===== src/rtl/shift_register_multimode.sv =====
// Multi-mode shift register with parallel load and a start/busy/done handshake.
// A shift operation executes one bit per clock until the latched amount is used up.
module shift_register_multimode #(
   parameter int WORD_LENGTH = 8,
   parameter int AMT_WIDTH   = 4
) (
   input  logic                   clk,
   input  logic                   reset,
   input  logic                   load,
   input  logic                   start,
   input  logic [1:0]             mode,
   input  logic [AMT_WIDTH-1:0]   amount,
   input  logic                   serial_in,
   input  logic [WORD_LENGTH-1:0] parallel_in,
   output logic [WORD_LENGTH-1:0] parallel_out,
   output logic                   serial_out,
   output logic                   busy,
   output logic                   done
);

   typedef enum logic [1:0] {
      ST_IDLE  = 2'd0,
      ST_SHIFT = 2'd1,
      ST_DONE  = 2'd2
   } state_t;

   typedef enum logic [1:0] {
      MODE_LSL = 2'b00,
      MODE_LSR = 2'b01,
      MODE_ASR = 2'b10,
      MODE_ROR = 2'b11
   } shift_mode_t;

   state_t                 state_q, state_d;
   shift_mode_t            mode_q, mode_d;
   logic [AMT_WIDTH-1:0]   count_q, count_d;
   logic [WORD_LENGTH-1:0] data_q, data_d;
   logic                   serial_out_q, serial_out_d;

   logic [WORD_LENGTH-1:0] shift_data;
   logic                   shift_bit;

   // One single-bit step of the latched mode applied to the current contents.
   always_comb begin
      // NOTE: every signal written here gets a default first, so no path can infer a latch.
      shift_data = data_q;
      shift_bit  = 1'b0;
      unique case (mode_q)
         MODE_LSL: begin
            shift_data = {data_q[WORD_LENGTH-2:0], serial_in};
            shift_bit  = data_q[WORD_LENGTH-1];
         end
         MODE_LSR: begin
            shift_data = {serial_in, data_q[WORD_LENGTH-1:1]};
            shift_bit  = data_q[0];
         end
         MODE_ASR: begin
            shift_data = {data_q[WORD_LENGTH-1], data_q[WORD_LENGTH-1:1]};
            shift_bit  = data_q[0];
         end
         MODE_ROR: begin
            shift_data = {data_q[0], data_q[WORD_LENGTH-1:1]};
            shift_bit  = data_q[0];
         end
         default: begin
            shift_data = data_q;
            shift_bit  = 1'b0;
         end
      endcase
   end

   always_comb begin
      state_d      = state_q;
      mode_d       = mode_q;
      count_d      = count_q;
      data_d       = data_q;
      serial_out_d = serial_out_q;

      unique case (state_q)
         ST_IDLE: begin
            // Load has priority over start when both arrive together.
            if (load) begin
               data_d = parallel_in;
            end else if (start) begin
               if (amount == '0) begin
                  state_d = ST_DONE;
               end else begin
                  mode_d  = shift_mode_t'(mode);
                  count_d = amount;
                  state_d = ST_SHIFT;
               end
            end
         end

         ST_SHIFT: begin
            data_d       = shift_data;
            serial_out_d = shift_bit;
            count_d      = count_q - AMT_WIDTH'(1);
            if (count_q == AMT_WIDTH'(1)) begin
               state_d = ST_DONE;
            end
         end

         ST_DONE: begin
            state_d = ST_IDLE;
         end

         default: begin
            state_d = ST_IDLE;
         end
      endcase
   end

   always_ff @(posedge clk or negedge reset) begin
      if (!reset) begin
         state_q      <= ST_IDLE;
         mode_q       <= MODE_LSL;
         count_q      <= '0;
         data_q       <= '0;
         serial_out_q <= 1'b0;
      end else begin
         // NOTE: sequential state uses non-blocking assignments so all flops update from pre-edge values.
         state_q      <= state_d;
         mode_q       <= mode_d;
         count_q      <= count_d;
         data_q       <= data_d;
         serial_out_q <= serial_out_d;
      end
   end

   assign parallel_out = data_q;
   assign serial_out   = serial_out_q;
   assign busy         = (state_q == ST_SHIFT);
   assign done         = (state_q == ST_DONE);

endmodule


===== config.mk =====
export PLATFORM = sky130hd
export DESIGN_NAME = shift_register_multimode
export DESIGN_NICKNAME = d
export VERILOG_FILES = /design/src/rtl/shift_register_multimode.sv
export SDC_FILE = /design/constraint.sdc
export NUM_CORES = 1
export LEC_CHECK = 0
export CAP_MARGIN = 20
export CORE_ASPECT_RATIO = 1.4
export CORE_MARGIN = 3
export CORE_UTILIZATION = 35
export CTS_BUF_LIST = sky130_fd_sc_hd__clkbuf_4 sky130_fd_sc_hd__clkbuf_8
export CTS_CLUSTER_SIZE = 24
export DETAILED_ROUTE_END_ITERATION = 8
export REMOVE_ABC_BUFFERS = 1
export SYNTH_ARGS = -nofsm -noshare
export SYNTH_HDL_FRONTEND = slang
export SYNTH_SLANG_ARGS = --single-unit
export TNS_END_PERCENT = 100

===== constraint.sdc =====
create_clock -name clk -period 2.15 [get_ports clk]
set_clock_uncertainty 0.05 [all_clocks]
set_input_delay 0.215 -clock clk [delete_from_list [all_inputs] [get_ports clk]]
set_output_delay 0.215 -clock clk [all_outputs]
set_load 0.02 [all_outputs]

==> run summary, run 1 <==
Async set or reset register ratio after synthesis -> 100%
Mux cell area share after synthesis -> 13.0%
Xor-xnor portion of the synthesized cell area -> 0%
Layout Cells excl Fill -> 171
Post-synth EDFFs -> 0
Dpl cell area -> 1380 um^2
Final core utilization -> 52.2%
F_max -> 0.533 GHz
I/O Pins -> 30
Initial DRC Count -> 11
CP max stage delay -> 0.61 ns
Via count -> 931
Synthesized cell area -> 1010 um^2
Setup bufs post-CTS -> 0
Slowest CP cell -> clkdlybuf4s50_1
Most frequent cells in the layout -> clkdlybuf4s50_1 (29), dfrtp_1 (17), mux2i_1 (9)
Via-per-instance ratio -> 5.44
RSZ-0062 raised after global routing -> false
Effective utilization at floorplan -> 37.5%
Pleak -> 0.570 nW
Setup CP Type -> reg2out
Synth Flop Type -> dfrtp_1
Synth cell types -> 32
DRC violation count after routing -> 0
Maximum vdd drop -> 0.757 mV
Post-Synth Adder-Cell Area -> 2.47%
CTS resizes -> 0
Seq/Total Area, Yosys -> 42.0%
Die height -> 69.6 um
Fin Setup TNS -> 0 ns
Endpoint class of the critical path -> output port
Skew-Pair Late Insertion Delay -> 0.28 ns
Htree depth -> 1
Port buffer count -> 29
Synth Area in Compound Gates -> 20.5%
Synthesized flop and latch total -> 17
Startpoint Class -> register
Mean Syn Cell Area -> 10.1 um^2
Crit path required time -> 1.88 ns
GRT Overall Usage -> 15.6%
Synth warn -> 0
Clk sinks -> 17
GP Congestion -> 0.858
Area of the multi-input gates -> 543 um^2
Final #Nets -> 157
Largest net degree at the start of global routing -> 18
Outcome -> finished clean
First-pass GRT wire length -> 4340 um
Antenna-violating nets left -> 0
GRT overflow -> 0
Crit-path cells -> nand2b_1, inv_2, clkdlybuf4s50_1
Tcrit/Tclk final -> 87.2%
Fin crit period -> 1.88 ns
Initial antenna violation count -> 0
Clock slew at reported path FFs -> 0.09 ns
Pwr per Cell Area -> 1390 nW/um^2
Final Setup Violations -> 0
Placed Cells -> 167
Std cell rows -> 22
Hpwl dp -> 2050 um
Post-Synth Simple-Gate Area -> 17.7%
Delay-heaviest family, CP -> buffers and inverters
Int Pwr -> 1.14 mW
DP Worst Slack -> 0.122 ns
Design area -> 1410 um^2
Clk pwr share -> 9.3%
Synthesis-to-finish area growth -> 39.2%
Final wirelength -> 2600 um
CTS tree -> done
Min Hold Slack -> 0.192 ns
Total power -> 1.95 mW
Sequential cell area -> 425 um^2
WP data arrival -> 1.61 ns
Worst-Margin Slew -> 0.331 ns
Post-Synthesis Cells -> 100
Root buffer cell -> clkbuf_4
Clock buffer depth -> 2
Post-route worst setup slack -> 0.275 ns
Max Slew Vio Count -> 0
Final Hold Violating Endpoints -> 0
Pre-antenna DRT Iters -> 4
Routed len/inst -> 15.2 um
Post-CTS Hold Fix Bufs -> 0
Largest family of logic cells by synthesized area -> compound AO/OA/AOI/OAI gates
Die width -> 51.5 um
Sw frac -> 41.4%
Commonest non-fill, non-tap cell in the layout -> clkdlybuf4s50_1
Vias in the first global route -> 937
Max FO, Critical Path -> 8
Max-Cap Viols -> 0
Comb pwr share -> 56.3%
Num CTS Buffers -> 3
Fillers -> 267
Relative slew slack -> 77.9%
Core ar. -> 2700 um^2
Hold Crit Class -> in2async
Die Area -> 3580 um^2
Diodes inserted -> 0
Share of cells above drive strength 1 -> 14.1%
CP bufs+invs -> 2
Switching power -> 0.809 mW
Reg power frac -> 34.4%
[worst reg2reg max path: stages, from the launching register on]
cell and delay [ns]:
dfrtp_1 0.42, or3b_1 0.42, or3_1 0.43, mux2_4 0.33
[power groups by stage]
stage	registers [mW]	logic, mW	clock network [mW]
after floorplan	0.725	0.593	0
after global placement	0.680	1.11	0
after detailed placement	0.679	1.11	0
after CTS	0.672	1.11	0.188
after global routing	0.702	1.21	0.200
final	0.673	1.10	0.181
[synthesized netlist by cell type, types with 2 or more instances]
library cell	count	area, um^2
o21ai_0	6	30.0
mux2_4	2	30.0
a221oi_1	8	70.1
nor3b_1	3	22.5
and3b_1	2	17.5
clkbuf_1	3	11.3
buf_2	2	10.0
nor3_1	2	10.0
nand3_1	2	10.0
nor2_1	2	7.51
inv_1	3	11.3
mux2i_1	9	90.1
a21oi_1	2	10.0
dfrtp_1	17	425
o22ai_1	7	43.8
nand2_1	4	15.0
ha_1	2	25.0
nand2b_1	2	12.5
nor2b_1	8	50.1
o221a_2	2	22.5
[final timing paths]
kind / from / end / slack, ns / depth (start not counted)
worst max register to register: state_q[1] / mode_q[1] / 0.39 / 3
max in group asynchronous: reset / parallel_out[0] / 1.67 / 2
worst min register to register: serial_out / serial_out / 0.45 / 2
min in group clk: serial_out / serial_out / 0.45 / 2
worst max-delay path: state_q[0] / busy / 0.27 / 3
worst min-delay path: reset / parallel_out[4] / 0.19 / 2
[registers in the layout, summed over array words and instances (netlist names)]
signal,cells
serial_out,1
parallel_out,8
count_q,4
mode_q,2
state_q,2
[cell type report]
| cell class | instances | area share [%] |
|---|---|---|
| Tap cell | 36 | 3.20 |
| Inverter | 4 | 1.07 |
| Timing Repair Buffer | 37 | 24.9 |
| Sequential cell | 17 | 30.2 |
| Clock buffer | 4 | 2.13 |
| Multi-Input combinational cell | 73 | 38.5 |
[layer usage]
metal	vias up	global-route usage, %	share of wire, %
li1	448	-	-
met1	444	19.7	44
met2	35	25.8	49
met3	4	2.80	6.2
met4	0	6.12	1.1
met5	-	0	0
[logic make-up (layout without fill, tap and decap cells)]
kind of cell / count (synthesis) / after routing
simple gates: 30 / 30
compound gates: 29 / 29
flops: 17 / 17
mux: 12 / 12
buf+inv: 10 / 45
fa+ha+maj: 2 / 2
No activity file was read; power rests on OpenSTA's default activity.
==> inputs of run 2 (changes only) <==
--- a/config.mk
+++ b/config.mk
@@ -6,8 +6,8 @@
 export NUM_CORES = 1
 export LEC_CHECK = 0
 export CAP_MARGIN = 20
-export CORE_ASPECT_RATIO = 1.4
-export CORE_MARGIN = 3
+export CORE_ASPECT_RATIO = 0.6
+export CORE_MARGIN = 1
 export CORE_UTILIZATION = 35
 export CTS_BUF_LIST = sky130_fd_sc_hd__clkbuf_4 sky130_fd_sc_hd__clkbuf_8
 export CTS_CLUSTER_SIZE = 24
==> run summary, run 2 (synthesis gave the netlist of run 1 again) <==
Outcome -> finished clean
CTS resizes -> 0
Fin Setup TNS -> 0 ns
Core ar. -> 2630 um^2
I/O Pins -> 30
Via count -> 933
WP data arrival -> 1.75 ns
Hpwl dp -> 1970 um
Port buffer count -> 29
Num CTS Buffers -> 3
Sequential cell area -> 425 um^2
GRT overflow -> 0
Share of cells above drive strength 1 -> 13.4%
Max Slew Vio Count -> 0
Vias in the first global route -> 862
GR met1 Demand/Resource -> 28.4%
Worst-Margin Slew -> 0.341 ns
Routed len/inst -> 15.6 um
Pre-antenna DRT Iters -> 4
Pwr per Cell Area -> 1430 nW/um^2
Largest net degree at the start of global routing -> 18
Startpoint Class -> register
RSZ-0062 raised after global routing -> false
Met3 Usage GRT -> 5.81%
Fillers -> 247
Pleak -> 0.572 nW
First-pass GRT wire length -> 4270 um
Dpl cell area -> 1370 um^2
Htree depth -> 1
Most frequent cells in the layout -> clkdlybuf4s50_1 (29), dfrtp_1 (17), mux2i_1 (9), nor2b_1 (8), a221oi_1 (8)
CTS tree -> done
Min Hold Slack -> 0.227 ns
Area of the multi-input gates -> 543 um^2
Max FO, Critical Path -> 15
Via-per-instance ratio -> 5.62
Final wirelength -> 2590 um
Maximum vdd drop -> 0.426 mV
GP Congestion -> 0.855
Skew-Pair Late Insertion Delay -> 0.25 ns
Final Setup Violations -> 0
Fin crit period -> 2.01 ns
Root buffer cell -> clkbuf_8
Busiest grt layer -> met1
Final Hold Violating Endpoints -> 0
Die width -> 71.4 um
M2 GR Usage -> 25.5%
Design area -> 1410 um^2
Clock buffer depth -> 2
GRT Overall Usage -> 18.6%
F_max -> 0.497 GHz
Max reg flops -> 8
Max-Cap Viols -> 0
Std cell rows -> 14
Tcrit/Tclk final -> 93.7%
Final #Nets -> 156
Effective utilization at floorplan -> 38.5%
Diodes inserted -> 0
Clk sinks -> 17
Initial antenna violation count -> 0
Clock slew at reported path FFs -> 0.07 ns
Initial DRC Count -> 93
Crit path required time -> 1.88 ns
Synthesis-to-finish area growth -> 39.6%
Die Area -> 3120 um^2
Die height -> 43.7 um
Total power -> 2.01 mW
Commonest non-fill, non-tap cell in the layout -> clkdlybuf4s50_1
Endpoint class of the critical path -> output port
Post-CTS Hold Fix Bufs -> 0
DRC violation count after routing -> 0
Setup CP Type -> reg2out
Setup bufs post-CTS -> 0
Hold Crit Class -> in2async
Relative slew slack -> 77.1%
Antenna-violating nets left -> 0
[run 2: worst max-delay path, stage by stage (launching register included)]
cell	delay [ns]
dfrtp_1	0.44
nand2b_1	0.19
inv_2	0.22
clkdlybuf4s50_1	0.65
[run 2: area by class of cell]
cell class	instances	area share, %
Multi-Input combinational cell	73	38.4
Sequential cell	17	30.1
Timing Repair Buffer	36	24.3
Clock buffer	3	2.92
Tap cell	32	2.83
Inverter	4	1.06
Clock inverter	1	0.354
[run 2: final timing paths]
path | from | endpoint | slack (ns) | cells past startpoint
setup / recovery | state_q[1] | busy | 0.14 | 3
hold / removal | reset | mode_q[1] | 0.23 | 2
setup reg to reg | state_q[1] | mode_q[1] | 0.34 | 3
hold reg to reg | serial_out | serial_out | 0.47 | 2
max in group asynchronous | reset | parallel_out[4] | 1.62 | 2
min in group clk | serial_out | serial_out | 0.47 | 2
[run 2: power by group]
| group | internal, mW | switching, mW |
|---|---|---|
| clock network | 0.128 | 0.105 |
| registers | 0.478 | 0.190 |
| logic | 0.576 | 0.537 |
| total | 1.18 | 0.832 |
[run 2: per-layer routing]
layer	routed length [um]	share of wire [%]
met1	1340	52
met2	1060	41
met3	171	6.6
met4	14	0.54
met5	0	0
[run 2: metrics by stage]
| stage | setup slack [ns] | utilization, % | cells |
|---|---|---|---|
| 2_1_floorplan | 0.276 | - | 94 |
| 3_5_place_dp | 0.114 | 52.0 | 162 |
| 6_report | 0.136 | 53.8 | 166 |
| 5_1_grt | 0.0356 | 53.8 | 166 |
| 3_3_place_gp | 0.137 | 52.0 | 162 |
| 4_1_cts | 0.127 | 53.8 | 166 |
==> inputs of run 3 (changes only) <==
--- a/config.mk
+++ b/config.mk
@@ -12,6 +12,7 @@
 export CTS_BUF_LIST = sky130_fd_sc_hd__clkbuf_4 sky130_fd_sc_hd__clkbuf_8
 export CTS_CLUSTER_SIZE = 24
 export DETAILED_ROUTE_END_ITERATION = 8
+export MAX_ROUTING_LAYER = met4
 export REMOVE_ABC_BUFFERS = 1
 export SYNTH_ARGS = -nofsm -noshare
 export SYNTH_HDL_FRONTEND = slang
==> run summary, run 3 (synthesis gave the netlist of run 1 again) <==
Outcome -> finished clean
Pleak -> 0.572 nW
Vias in the first global route -> 860
Met2 wire len -> 1070 um
Fin Setup TNS -> 0 ns
Final Setup Violations -> 0
R2r endpoint -> mode_q[1]
Metal1 wirelength -> 1390 um
Fillers -> 247
First-pass GRT wire length -> 4290 um
Clock buffer depth -> 2
Fin crit period -> 2.02 ns
Via count -> 928
Crit path required time -> 1.88 ns
Pwr per Cell Area -> 1430 nW/um^2
F_max -> 0.495 GHz
Hold Crit Class -> in2async
Met3 wire length -> 132 um
Most frequent cells in the layout -> clkdlybuf4s50_1 (29), dfrtp_1 (17), mux2i_1 (9), nor2b_1 (8), a221oi_1 (8)
Area of the multi-input gates -> 543 um^2
Relative slew slack -> 76.7%
Pre-antenna DRT Iters -> 4
I/O Pins -> 30
Largest net degree at the start of global routing -> 18
Core ar. -> 2630 um^2
Tcrit/Tclk final -> 94.0%
Htree depth -> 1
Die width -> 71.4 um
Root buffer cell -> clkbuf_8
Max FO, Critical Path -> 15
R2r worst-path depth -> 3
Commonest non-fill, non-tap cell in the layout -> clkdlybuf4s50_1
Share of cells above drive strength 1 -> 13.4%
Reg2reg setup slack -> 0.34 ns
Via-per-instance ratio -> 5.59
Die height -> 43.7 um
GP Congestion -> 0.869
Antenna-violating nets left -> 0
Initial antenna violation count -> 0
Final wirelength -> 2610 um
Port buffer count -> 29
Std cell rows -> 14
Maximum vdd drop -> 0.426 mV
Routed len/inst -> 15.7 um
Endpoint class of the critical path -> output port
Clk sinks -> 17
Critical R2R Launch -> state_q[1]
Die Area -> 3120 um^2
Design area -> 1410 um^2
Sequential cell area -> 425 um^2
Top layer in use -> met4
CTS resizes -> 0
Skew-Pair Late Insertion Delay -> 0.25 ns
Clock slew at reported path FFs -> 0.07 ns
Post-CTS Hold Fix Bufs -> 0
Max reg flops -> 8
DRC violation count after routing -> 0
Max-Cap Viols -> 0
Startpoint Class -> register
Setup bufs post-CTS -> 0
Setup CP Type -> reg2out
RSZ-0062 raised after global routing -> false
CTS tree -> done
GRT overflow -> 0
Total power -> 2.02 mW
Final Hold Violating Endpoints -> 0
WP data arrival -> 1.76 ns
Diodes inserted -> 0
Final #Nets -> 156
Effective utilization at floorplan -> 38.5%
Worst-Margin Slew -> 0.350 ns
Max Slew Vio Count -> 0
Initial DRC Count -> 91
Synthesis-to-finish area growth -> 39.6%
Hpwl dp -> 1970 um
GRT Overall Usage -> 19.2%
Num CTS Buffers -> 3
Dpl cell area -> 1370 um^2
run 3: cell counts in the layout (fill, tap and decap cells not counted):
Identical to the previous run, type by type.
run 3: worst max path at each step:
stage,startpoint,end,depth (start not counted)
after floorplan,state_q[1],mode_q[0],4
after global placement,start,mode_q[1],4
after detailed placement,start,mode_q[0],4
after CTS,state_q[1],busy,3
after global routing,state_q[1],busy,3
final,state_q[1],busy,3
run 3: through the flow:
step | worst slack [ns] | std cells | util, % | hold slack (ns)
after floorplan | 0.276 | 94 | - | -0.131
after global placement | 0.137 | 162 | 52.0 | 0.415
after detailed placement | 0.114 | 162 | 52.0 | 0.472
after CTS | 0.127 | 166 | 53.8 | 0.231
after global routing | 0.0356 | 166 | 53.8 | 0.257
final | 0.130 | 166 | 53.8 | 0.228
run 3: cell type report:
type	instances	share of cell area (%)
clock inverter	1	0.354
clock buffer	3	2.92
timing repair buffer	36	24.3
tap	32	2.83
inverter	4	1.06
multi-input combinational	73	38.4
sequential	17	30.1
run 3: layer usage:
layer / GRT usage (%) / vias to the layer above
li1: - / 447
met1: 28.7 / 456
met2: 25.3 / 23
met3: 5.81 / 2
met4: 3.60 / 0
met5: - / -
run 3: power by group:
part	switching (mW)	leakage [nW]	total (mW)	internal, mW
clock	0.106	0.0255	0.234	0.128
combinational	0.541	0.353	1.12	0.576
sequential	0.188	0.193	0.667	0.479
run 3: worst max-delay path: stages, from the launching register on:
cell and delay (ns):
dfrtp_1 0.44, nand2b_1 0.19, inv_2 0.22, clkdlybuf4s50_1 0.65
